File: src/rtl/sipo_deser.sv
// sipo_deser: WIDTH-bit serial-in/parallel-out deserialiser with a
// one-entry valid/ready output register and a sticky overflow flag.
//
// Ports:
//   clk       rising-edge clock
//   rst       asynchronous active-low reset
//   clr       synchronous clear of partial word and overflow
//   sin       serial data bit, sampled when sin_valid=1
//   sin_valid serial strobe
//   pdata     assembled word, qualified by pvalid
//   pvalid    output word available
//   pready    consumer accepts pdata when pvalid=1
//   bit_cnt   bits held in the partial word
//   overflow  sticky: a completed word was dropped
module sipo_deser #(
    parameter int WIDTH     = 8,
    parameter bit MSB_FIRST = 1'b1
) (
    input  logic                       clk,
    input  logic                       rst,
    input  logic                       clr,
    input  logic                       sin,
    input  logic                       sin_valid,
    output logic [WIDTH-1:0]           pdata,
    output logic                       pvalid,
    input  logic                       pready,
    output logic [$clog2(WIDTH)-1:0]   bit_cnt,
    output logic                       overflow
);

    localparam int CW = $clog2(WIDTH);
    localparam logic [CW-1:0] LAST = CW'(WIDTH - 1);

    typedef enum logic {EMPTY, FULL} state_e;

    state_e           state_q, state_d;
    logic [WIDTH-1:0] sreg_q, sreg_d;
    logic [WIDTH-1:0] pdata_q, pdata_d;
    logic [CW-1:0]    cnt_q, cnt_d;
    logic             ovf_q, ovf_d;

    logic             shift;
    logic             done;
    logic [WIDTH-1:0] sreg_sh;

    assign shift   = sin_valid & ~clr;
    assign done    = shift && (cnt_q == LAST);
    assign sreg_sh = MSB_FIRST ? {sreg_q[WIDTH-2:0], sin}
                               : {sin, sreg_q[WIDTH-1:1]};

    // Output register FSM: state register
    always_ff @(posedge clk or negedge rst) begin
        if (!rst) begin
            state_q <= EMPTY;
        end else begin
            state_q <= state_d;
        end
    end

    // Output register FSM: next state
    always_comb begin
        state_d = state_q;
        unique case (state_q)
            EMPTY: if (done) state_d = FULL;
            FULL:  if (pready && !done) state_d = EMPTY;
            default: state_d = EMPTY;
        endcase
    end

    // Output register FSM: outputs
    always_comb begin
        pvalid = (state_q == FULL);
    end

    // Datapath next state. A completion is accepted into pdata when the
    // slot is empty or is being drained on the same edge; otherwise it
    // is dropped and recorded in overflow.
    always_comb begin
        sreg_d  = sreg_q;
        cnt_d   = cnt_q;
        pdata_d = pdata_q;
        ovf_d   = ovf_q;
        if (clr) begin
            sreg_d = '0;
            cnt_d  = '0;
            ovf_d  = 1'b0;
        end else if (shift) begin
            sreg_d = sreg_sh;
            cnt_d  = done ? '0 : cnt_q + CW'(1);
        end
        if (done) begin
            if (state_q == EMPTY || pready) begin
                pdata_d = sreg_sh;
            end else begin
                ovf_d = 1'b1;
            end
        end
    end

    always_ff @(posedge clk or negedge rst) begin
        if (!rst) begin
            sreg_q  <= '0;
            cnt_q   <= '0;
            pdata_q <= '0;
            ovf_q   <= 1'b0;
        end else begin
            sreg_q  <= sreg_d;
            cnt_q   <= cnt_d;
            pdata_q <= pdata_d;
            ovf_q   <= ovf_d;
        end
    end

    assign pdata    = pdata_q;
    assign bit_cnt  = cnt_q;
    assign overflow = ovf_q;

endmodule
File: config.mk
export PLATFORM = sky130hd
export DESIGN_NAME = sipo_deser
export DESIGN_NICKNAME = d
export VERILOG_FILES = /design/src/rtl/sipo_deser.sv
export SDC_FILE = /design/constraint.sdc
export NUM_CORES = 1
export LEC_CHECK = 0
export CORE_ASPECT_RATIO = 0.7
export CORE_MARGIN = 4
export CORE_UTILIZATION = 42
export CTS_CLUSTER_SIZE = 40
export DETAILED_ROUTE_END_ITERATION = 10
export PLACE_DENSITY = 0.83
export REMOVE_ABC_BUFFERS = 1
export SLEW_MARGIN = 20
export SYNTH_ARGS = -nofsm -noshare
export SYNTH_HDL_FRONTEND = slang
export SYNTH_SLANG_ARGS = --single-unit
export TNS_END_PERCENT = 5
File: constraint.sdc
create_clock -name clk -period 1.4 [get_ports clk]
set_clock_uncertainty 0.05 [all_clocks]
set_input_delay 0.28 -clock clk [delete_from_list [all_inputs] [get_ports clk]]
set_output_delay 0.28 -clock clk [all_outputs]
set_load 0.05 [all_outputs]
=== After elaboration in Yosys (flattened, before gate mapping) ===
Cells that the tools add are included.

* Add/sub/neg operators: 1
* Eq/ne operators: 1
* Mux-type cells: 11
* Bitwise operators: 3
* Reduce and logical (&&, ||, !) cells: 6

{| class="wikitable"
|+ Operator list
! operator !! count
|-
| 7-bit 2-to-1 mux || 2
|-
| 3-bit 2-to-1 mux || 3
|-
| 1-bit 2-to-1 mux || 5
|-
| 3-bit by 1-bit adder with 3-bit output, second input constant || 1
|-
| 3-bit equality test, second input constant || 1
|-
| 1-bit logical AND || 2
|-
| 1-bit inverter || 2
|-
| 1-bit case mux with 2 select lines || 1
|-
| 2-bit AND reduction || 1
|-
| 2-bit nonzero test || 1
|-
| 1-bit bitwise AND || 1
|-
| 1-bit zero test || 1
|-
| 1-bit logical OR || 1
|}

* Bits in registers: 20
* Input bits: 6

=== Logic depth before layout (Yosys ltp) ===
Gate-level depths: netlist (run 1).

* Depth in word-level cells: 7
* Depth in mapped cells: 5
* Mapped depth without buffers: 5

=== Worst setup path before layout (run 1) ===
No wires, ideal clock.

* Kind: register to register
* From: reg cnt_q[0], in the netlist bit_cnt[0]
* To: reg pdata_q[0], in the netlist pdata[0]
* Arrival time: 1.783 ns
* Required time: 1.225 ns
* Setup slack: -0.558 ns
* Cell stages (with the launch flop): 6
* Period minus slack after synthesis: 1.958 ns
* Path through: dfrtp_1 > ha_1 > ha_1 > nand2_1 > nor3_4 > mux2_2

* Cells in the longest elaborated chain, start to end: 3

{| class="wikitable"
|+ RTL lines
! item !! RTL line !! RTL
|-
| start: declaration || 39 || <nowiki>logic [CW-1:0] cnt_q, cnt_d;</nowiki>
|-
| start signal: assignment || 108 || <nowiki>cnt_q <= cnt_d;</nowiki>
|-
| 3-bit equality test || 47 || <nowiki>assign done = shift && (cnt_q == LAST);</nowiki>
|-
| 1-bit logical AND || 47 ||
|-
| 2-bit AND reduction (no line) || - ||
|-
| end signal: assignment || 109 || <nowiki>pdata_q <= pdata_d;</nowiki>
|-
| end: declaration || 38 || <nowiki>logic [WIDTH-1:0] pdata_q, pdata_d;</nowiki>
|}

No other way between the ends.
A chain may end at the register's enable or synchronous reset.

=== Worst setup path after layout (run 1) ===
* From: reg cnt_q[1], in the netlist bit_cnt[1]
* To: reg pdata_q[4], in the netlist pdata[4]

The elaborated chain is that of the path after synthesis.

==> results of run 1 <==
## through the flow
step                cell area, µm²  setup TNS, ns  worst slack (ns)   util  cells
finish                        1350          -1.90            -0.252  0.729    116
global route                  1350          -2.24            -0.293  0.729    116
CTS                           1280          -1.66            -0.218  0.690    115
detailed placement            1230          -2.40            -0.285  0.665    111
global placement              1230          -2.07            -0.256  0.665    111
floorplan                      806          -4.66            -0.558      -     59
## cells by family (layout without fill, tap and decap cells)
group / after synthesis / in the layout / share of synthesized area
buf+inv: 3 / 36 / 0.0153
flops: 20 / 20 / 0.614
compound gates: 4 / 4 / 0.0292
fa+ha+maj: 2 / 2 / 0.0307
simple gates: 16 / 16 / 0.101
mux: 16 / 16 / 0.209
## placed cells by master (no fill, tap or decap)
master and n:
clkbuf_8 1, ha_4 2, a21oi_1 2, nor3b_2 1
nor2_1 10, o21bai_1 1, clkdlybuf4s50_1 5, mux2_4 8
mux2i_1 8, buf_6 2, nand2_4 1, buf_4 11
nand2_1 1, a31oi_1 1, dfrtp_1 20, clkbuf_4 3
nor2b_1 1, buf_12 13, inv_1 1, nor3_4 1
nand3b_1 1
## worst max-delay path, stage by stage, from the launching register on
cell and delay (ns):
dfrtp_1 0.42, ha_4 0.17, ha_4 0.15, nand2_4 0.06, nor3_4 0.22, buf_6 0.17, mux2_4 0.30
## final cells by class
cell class,count,share of cell area
Clock buffer,4,0.0268
Inverter,1,0.00278
Multi-Input combinational cell,38,0.273
Sequential cell,20,0.370
Tap cell,22,0.0204
Timing Repair Buffer,31,0.307
## worst paths after layout
path	cells past startpoint	slack (ns)	startpoint	to
worst min register to register	1	0.50	sreg_q[6]	pdata[7]
worst max-delay path	6	-0.25	bit_cnt[1]	pdata[4]
worst max register to register	6	-0.25	bit_cnt[1]	pdata[4]
min in group clk	1	0.50	sreg_q[6]	pdata[7]
worst min-delay path	2	0.26	rst	bit_cnt[0]
max in group asynchronous	2	0.83	rst	pdata[3]
## metal layers
metal | vias up | global-route usage
met5 | - | 0
met4 | 0 | 0.0260
met3 | 0 | 0.0600
met2 | 20 | 0.192
met1 | 299 | 0.208
li1 | 274 | -
## power groups by stage
stage               Combinational, mW  Clock [mW]  Sequential (mW)
floorplan                      0.0189           0            0.619
global placement                0.112           0            0.602
detailed placement              0.114           0            0.603
CTS                             0.114       0.335            0.592
global route                    0.129       0.363            0.595
finish                          0.119       0.325            0.594
## synthesized netlist by cell type
cell / count
dfrtp_1: 20
nand3b_1: 1
inv_1: 1
nor3_4: 1
a21oi_1: 2
clkbuf_1: 1
ha_1: 2
o21bai_1: 1
nor3b_1: 1
mux2_2: 8
nor2_1: 10
nor2b_1: 1
a31oi_1: 1
mux2i_1: 8
buf_2: 1
nand2_1: 2
## registers in the layout, summed over array words and instances, names as in the netlist
signal	count
sreg_q	7
overflow	1
bit_cnt	3
pvalid	1
pdata	8
## timing repair
action,4_1_cts,5_1_grt
endpoints found under the setup margin,9,10
pin swaps,0,3
resized for setup,3,14
setup buffers,0,1
==> metrics.md, run 1 <==
| Metric | Value |
|---|---|
| Drt pass-1 iters | 4 |
| CTS root buffer | clkbuf_4 |
| Fmax | 605 MHz |
| DRT met1 WL | 885 µm |
| Initial drt markers | 11 |
| Setup crit start kind | flip-flop |
| Post-Synthesis Cell Area | 815 µm² |
| Fill cells | 132 |
| Grt ovf | 0 |
| Slew @ Worst Pin | 0.379 ns |
| Die X | 60.6 µm |
| Routed wire length | 1780 µm |
| # DRC | 0 |
| Largest net degree at the start of global routing | 21 |
| Via/cell ratio | 5.11 |
| Synth area leader | dfrtp_1 |
| Final #Nets | 103 |
| Combinational group share of total power | 0.115 |
| Share of cells above drive strength 1 | 0.457 |
| Critical-path maximum fanout | 5 |
| Switching portion of total power | 0.228 |
| CP Capture Type | flip-flop |
| Via count | 593 |
| Placer Congestion | 0.758 |
| Setup violators final | 8 |
| CORE AREA | 1850 µm² |
| CTS tree | built |
| Status | complete, but fails checks |
| DP Wirelength | 1240 µm |
| Die Y | 44.8 µm |
| Internal Power | 802 µW |
| H-Tree Depth | 1 |
| Met2 WL post-DR | 794 µm |
| CTS Buf Count | 3 |
| Final-report max-slew violation count | 0 |
| Port Buf Inserts | 18 |
| Vias in the first global route | 579 |
| Clock share of power | 0.313 |
| Rel. slew slack | 0.747 |
| # rows | 13 |
| Initial Utilization | 0.439 |
| DIE AREA | 2720 µm² |
| Max layer used | met3 |
| Worst-Skew Late Latency | 0.30 ns |
| Peak VDD IR | 0.000947 V |
| CTS Hold Bufs | 0 |
| RSZ-0062 raised after global routing | true |
| Power Total | 1.04 mW |
| Max clock buf depth | 2 |
| Final Critical Period | 1.65 ns |
| Ports | 19 |
| WL/cell | 15.3 µm |
| Seq/Total Area, Yosys | 0.614 |
| CP Data Required Time | 1.54 ns |
| Setup ws final | -0.252 ns |
| Final hold vios | 0 |
| Multi-input gate area | 369 µm² |
| Crit share post-route | 1.18 |
| CP Class | flip-flop to flip-flop |
| All-Layer GR Usage | 0.140 |
| Failing checks | negative setup slack |
| Min-Delay Path Class | primary input to asynchronous set/reset pin |
| P&R area growth vs syn | 66.1% |
| CP arrival | 1.79 ns |
| Wire length on met3 | 99 µm |
| Cell Pwr Density | 768 nW/µm² |
| Synthesized flop and latch total | 20 |
| Max Cap Viol | 0 |
| Clock transition at the registers of the reported paths | 0.11 ns |
| Unique cell type count in the Yosys netlist | 16 |
| Routed Antenna Nets | 0 |
| Psw | 237 µW |
| ANT cells | 0 |
| Seq. cell area | 500 µm² |
| Synth top area share | 0.614 |
| Syn_area_per_cell | 13.4 µm² |
| Sequential share of power | 0.572 |
| First-pass GRT wire length | 2700 µm |
| Number of clock sinks | 20 |
| Synth top area cells | dfrtp_1, mux2_2, mux2i_1 |
| Initial antenna violation count | 0 |
| Synth Warn # | 0 |
| LEAKAGE | 0.650 nW |
| Hold Slack | 0.257 ns |
| Syn Inst Count | 61 |
(Power assumes the default switching activity.)
==> inputs of run 2 (changes only) <==
--- a/config.mk
+++ b/config.mk
@@ -5,6 +5,7 @@
 export SDC_FILE = /design/constraint.sdc
 export NUM_CORES = 1
 export LEC_CHECK = 0
+export CAP_MARGIN = 20
 export CORE_ASPECT_RATIO = 0.7
 export CORE_MARGIN = 4
 export CORE_UTILIZATION = 42
==> results of run 2 <==
The final DEF is identical to that of run 1; final timing and power are the same.
==> inputs of run 3 (changes only) <==
--- a/config.mk
+++ b/config.mk
@@ -9,6 +9,7 @@
 export CORE_ASPECT_RATIO = 0.7
 export CORE_MARGIN = 4
 export CORE_UTILIZATION = 42
+export CTS_CLUSTER_DIAMETER = 150
 export CTS_CLUSTER_SIZE = 40
 export DETAILED_ROUTE_END_ITERATION = 10
 export PLACE_DENSITY = 0.83
==> results of run 3 <==
The final DEF is identical to that of run 1; final timing and power are the same.
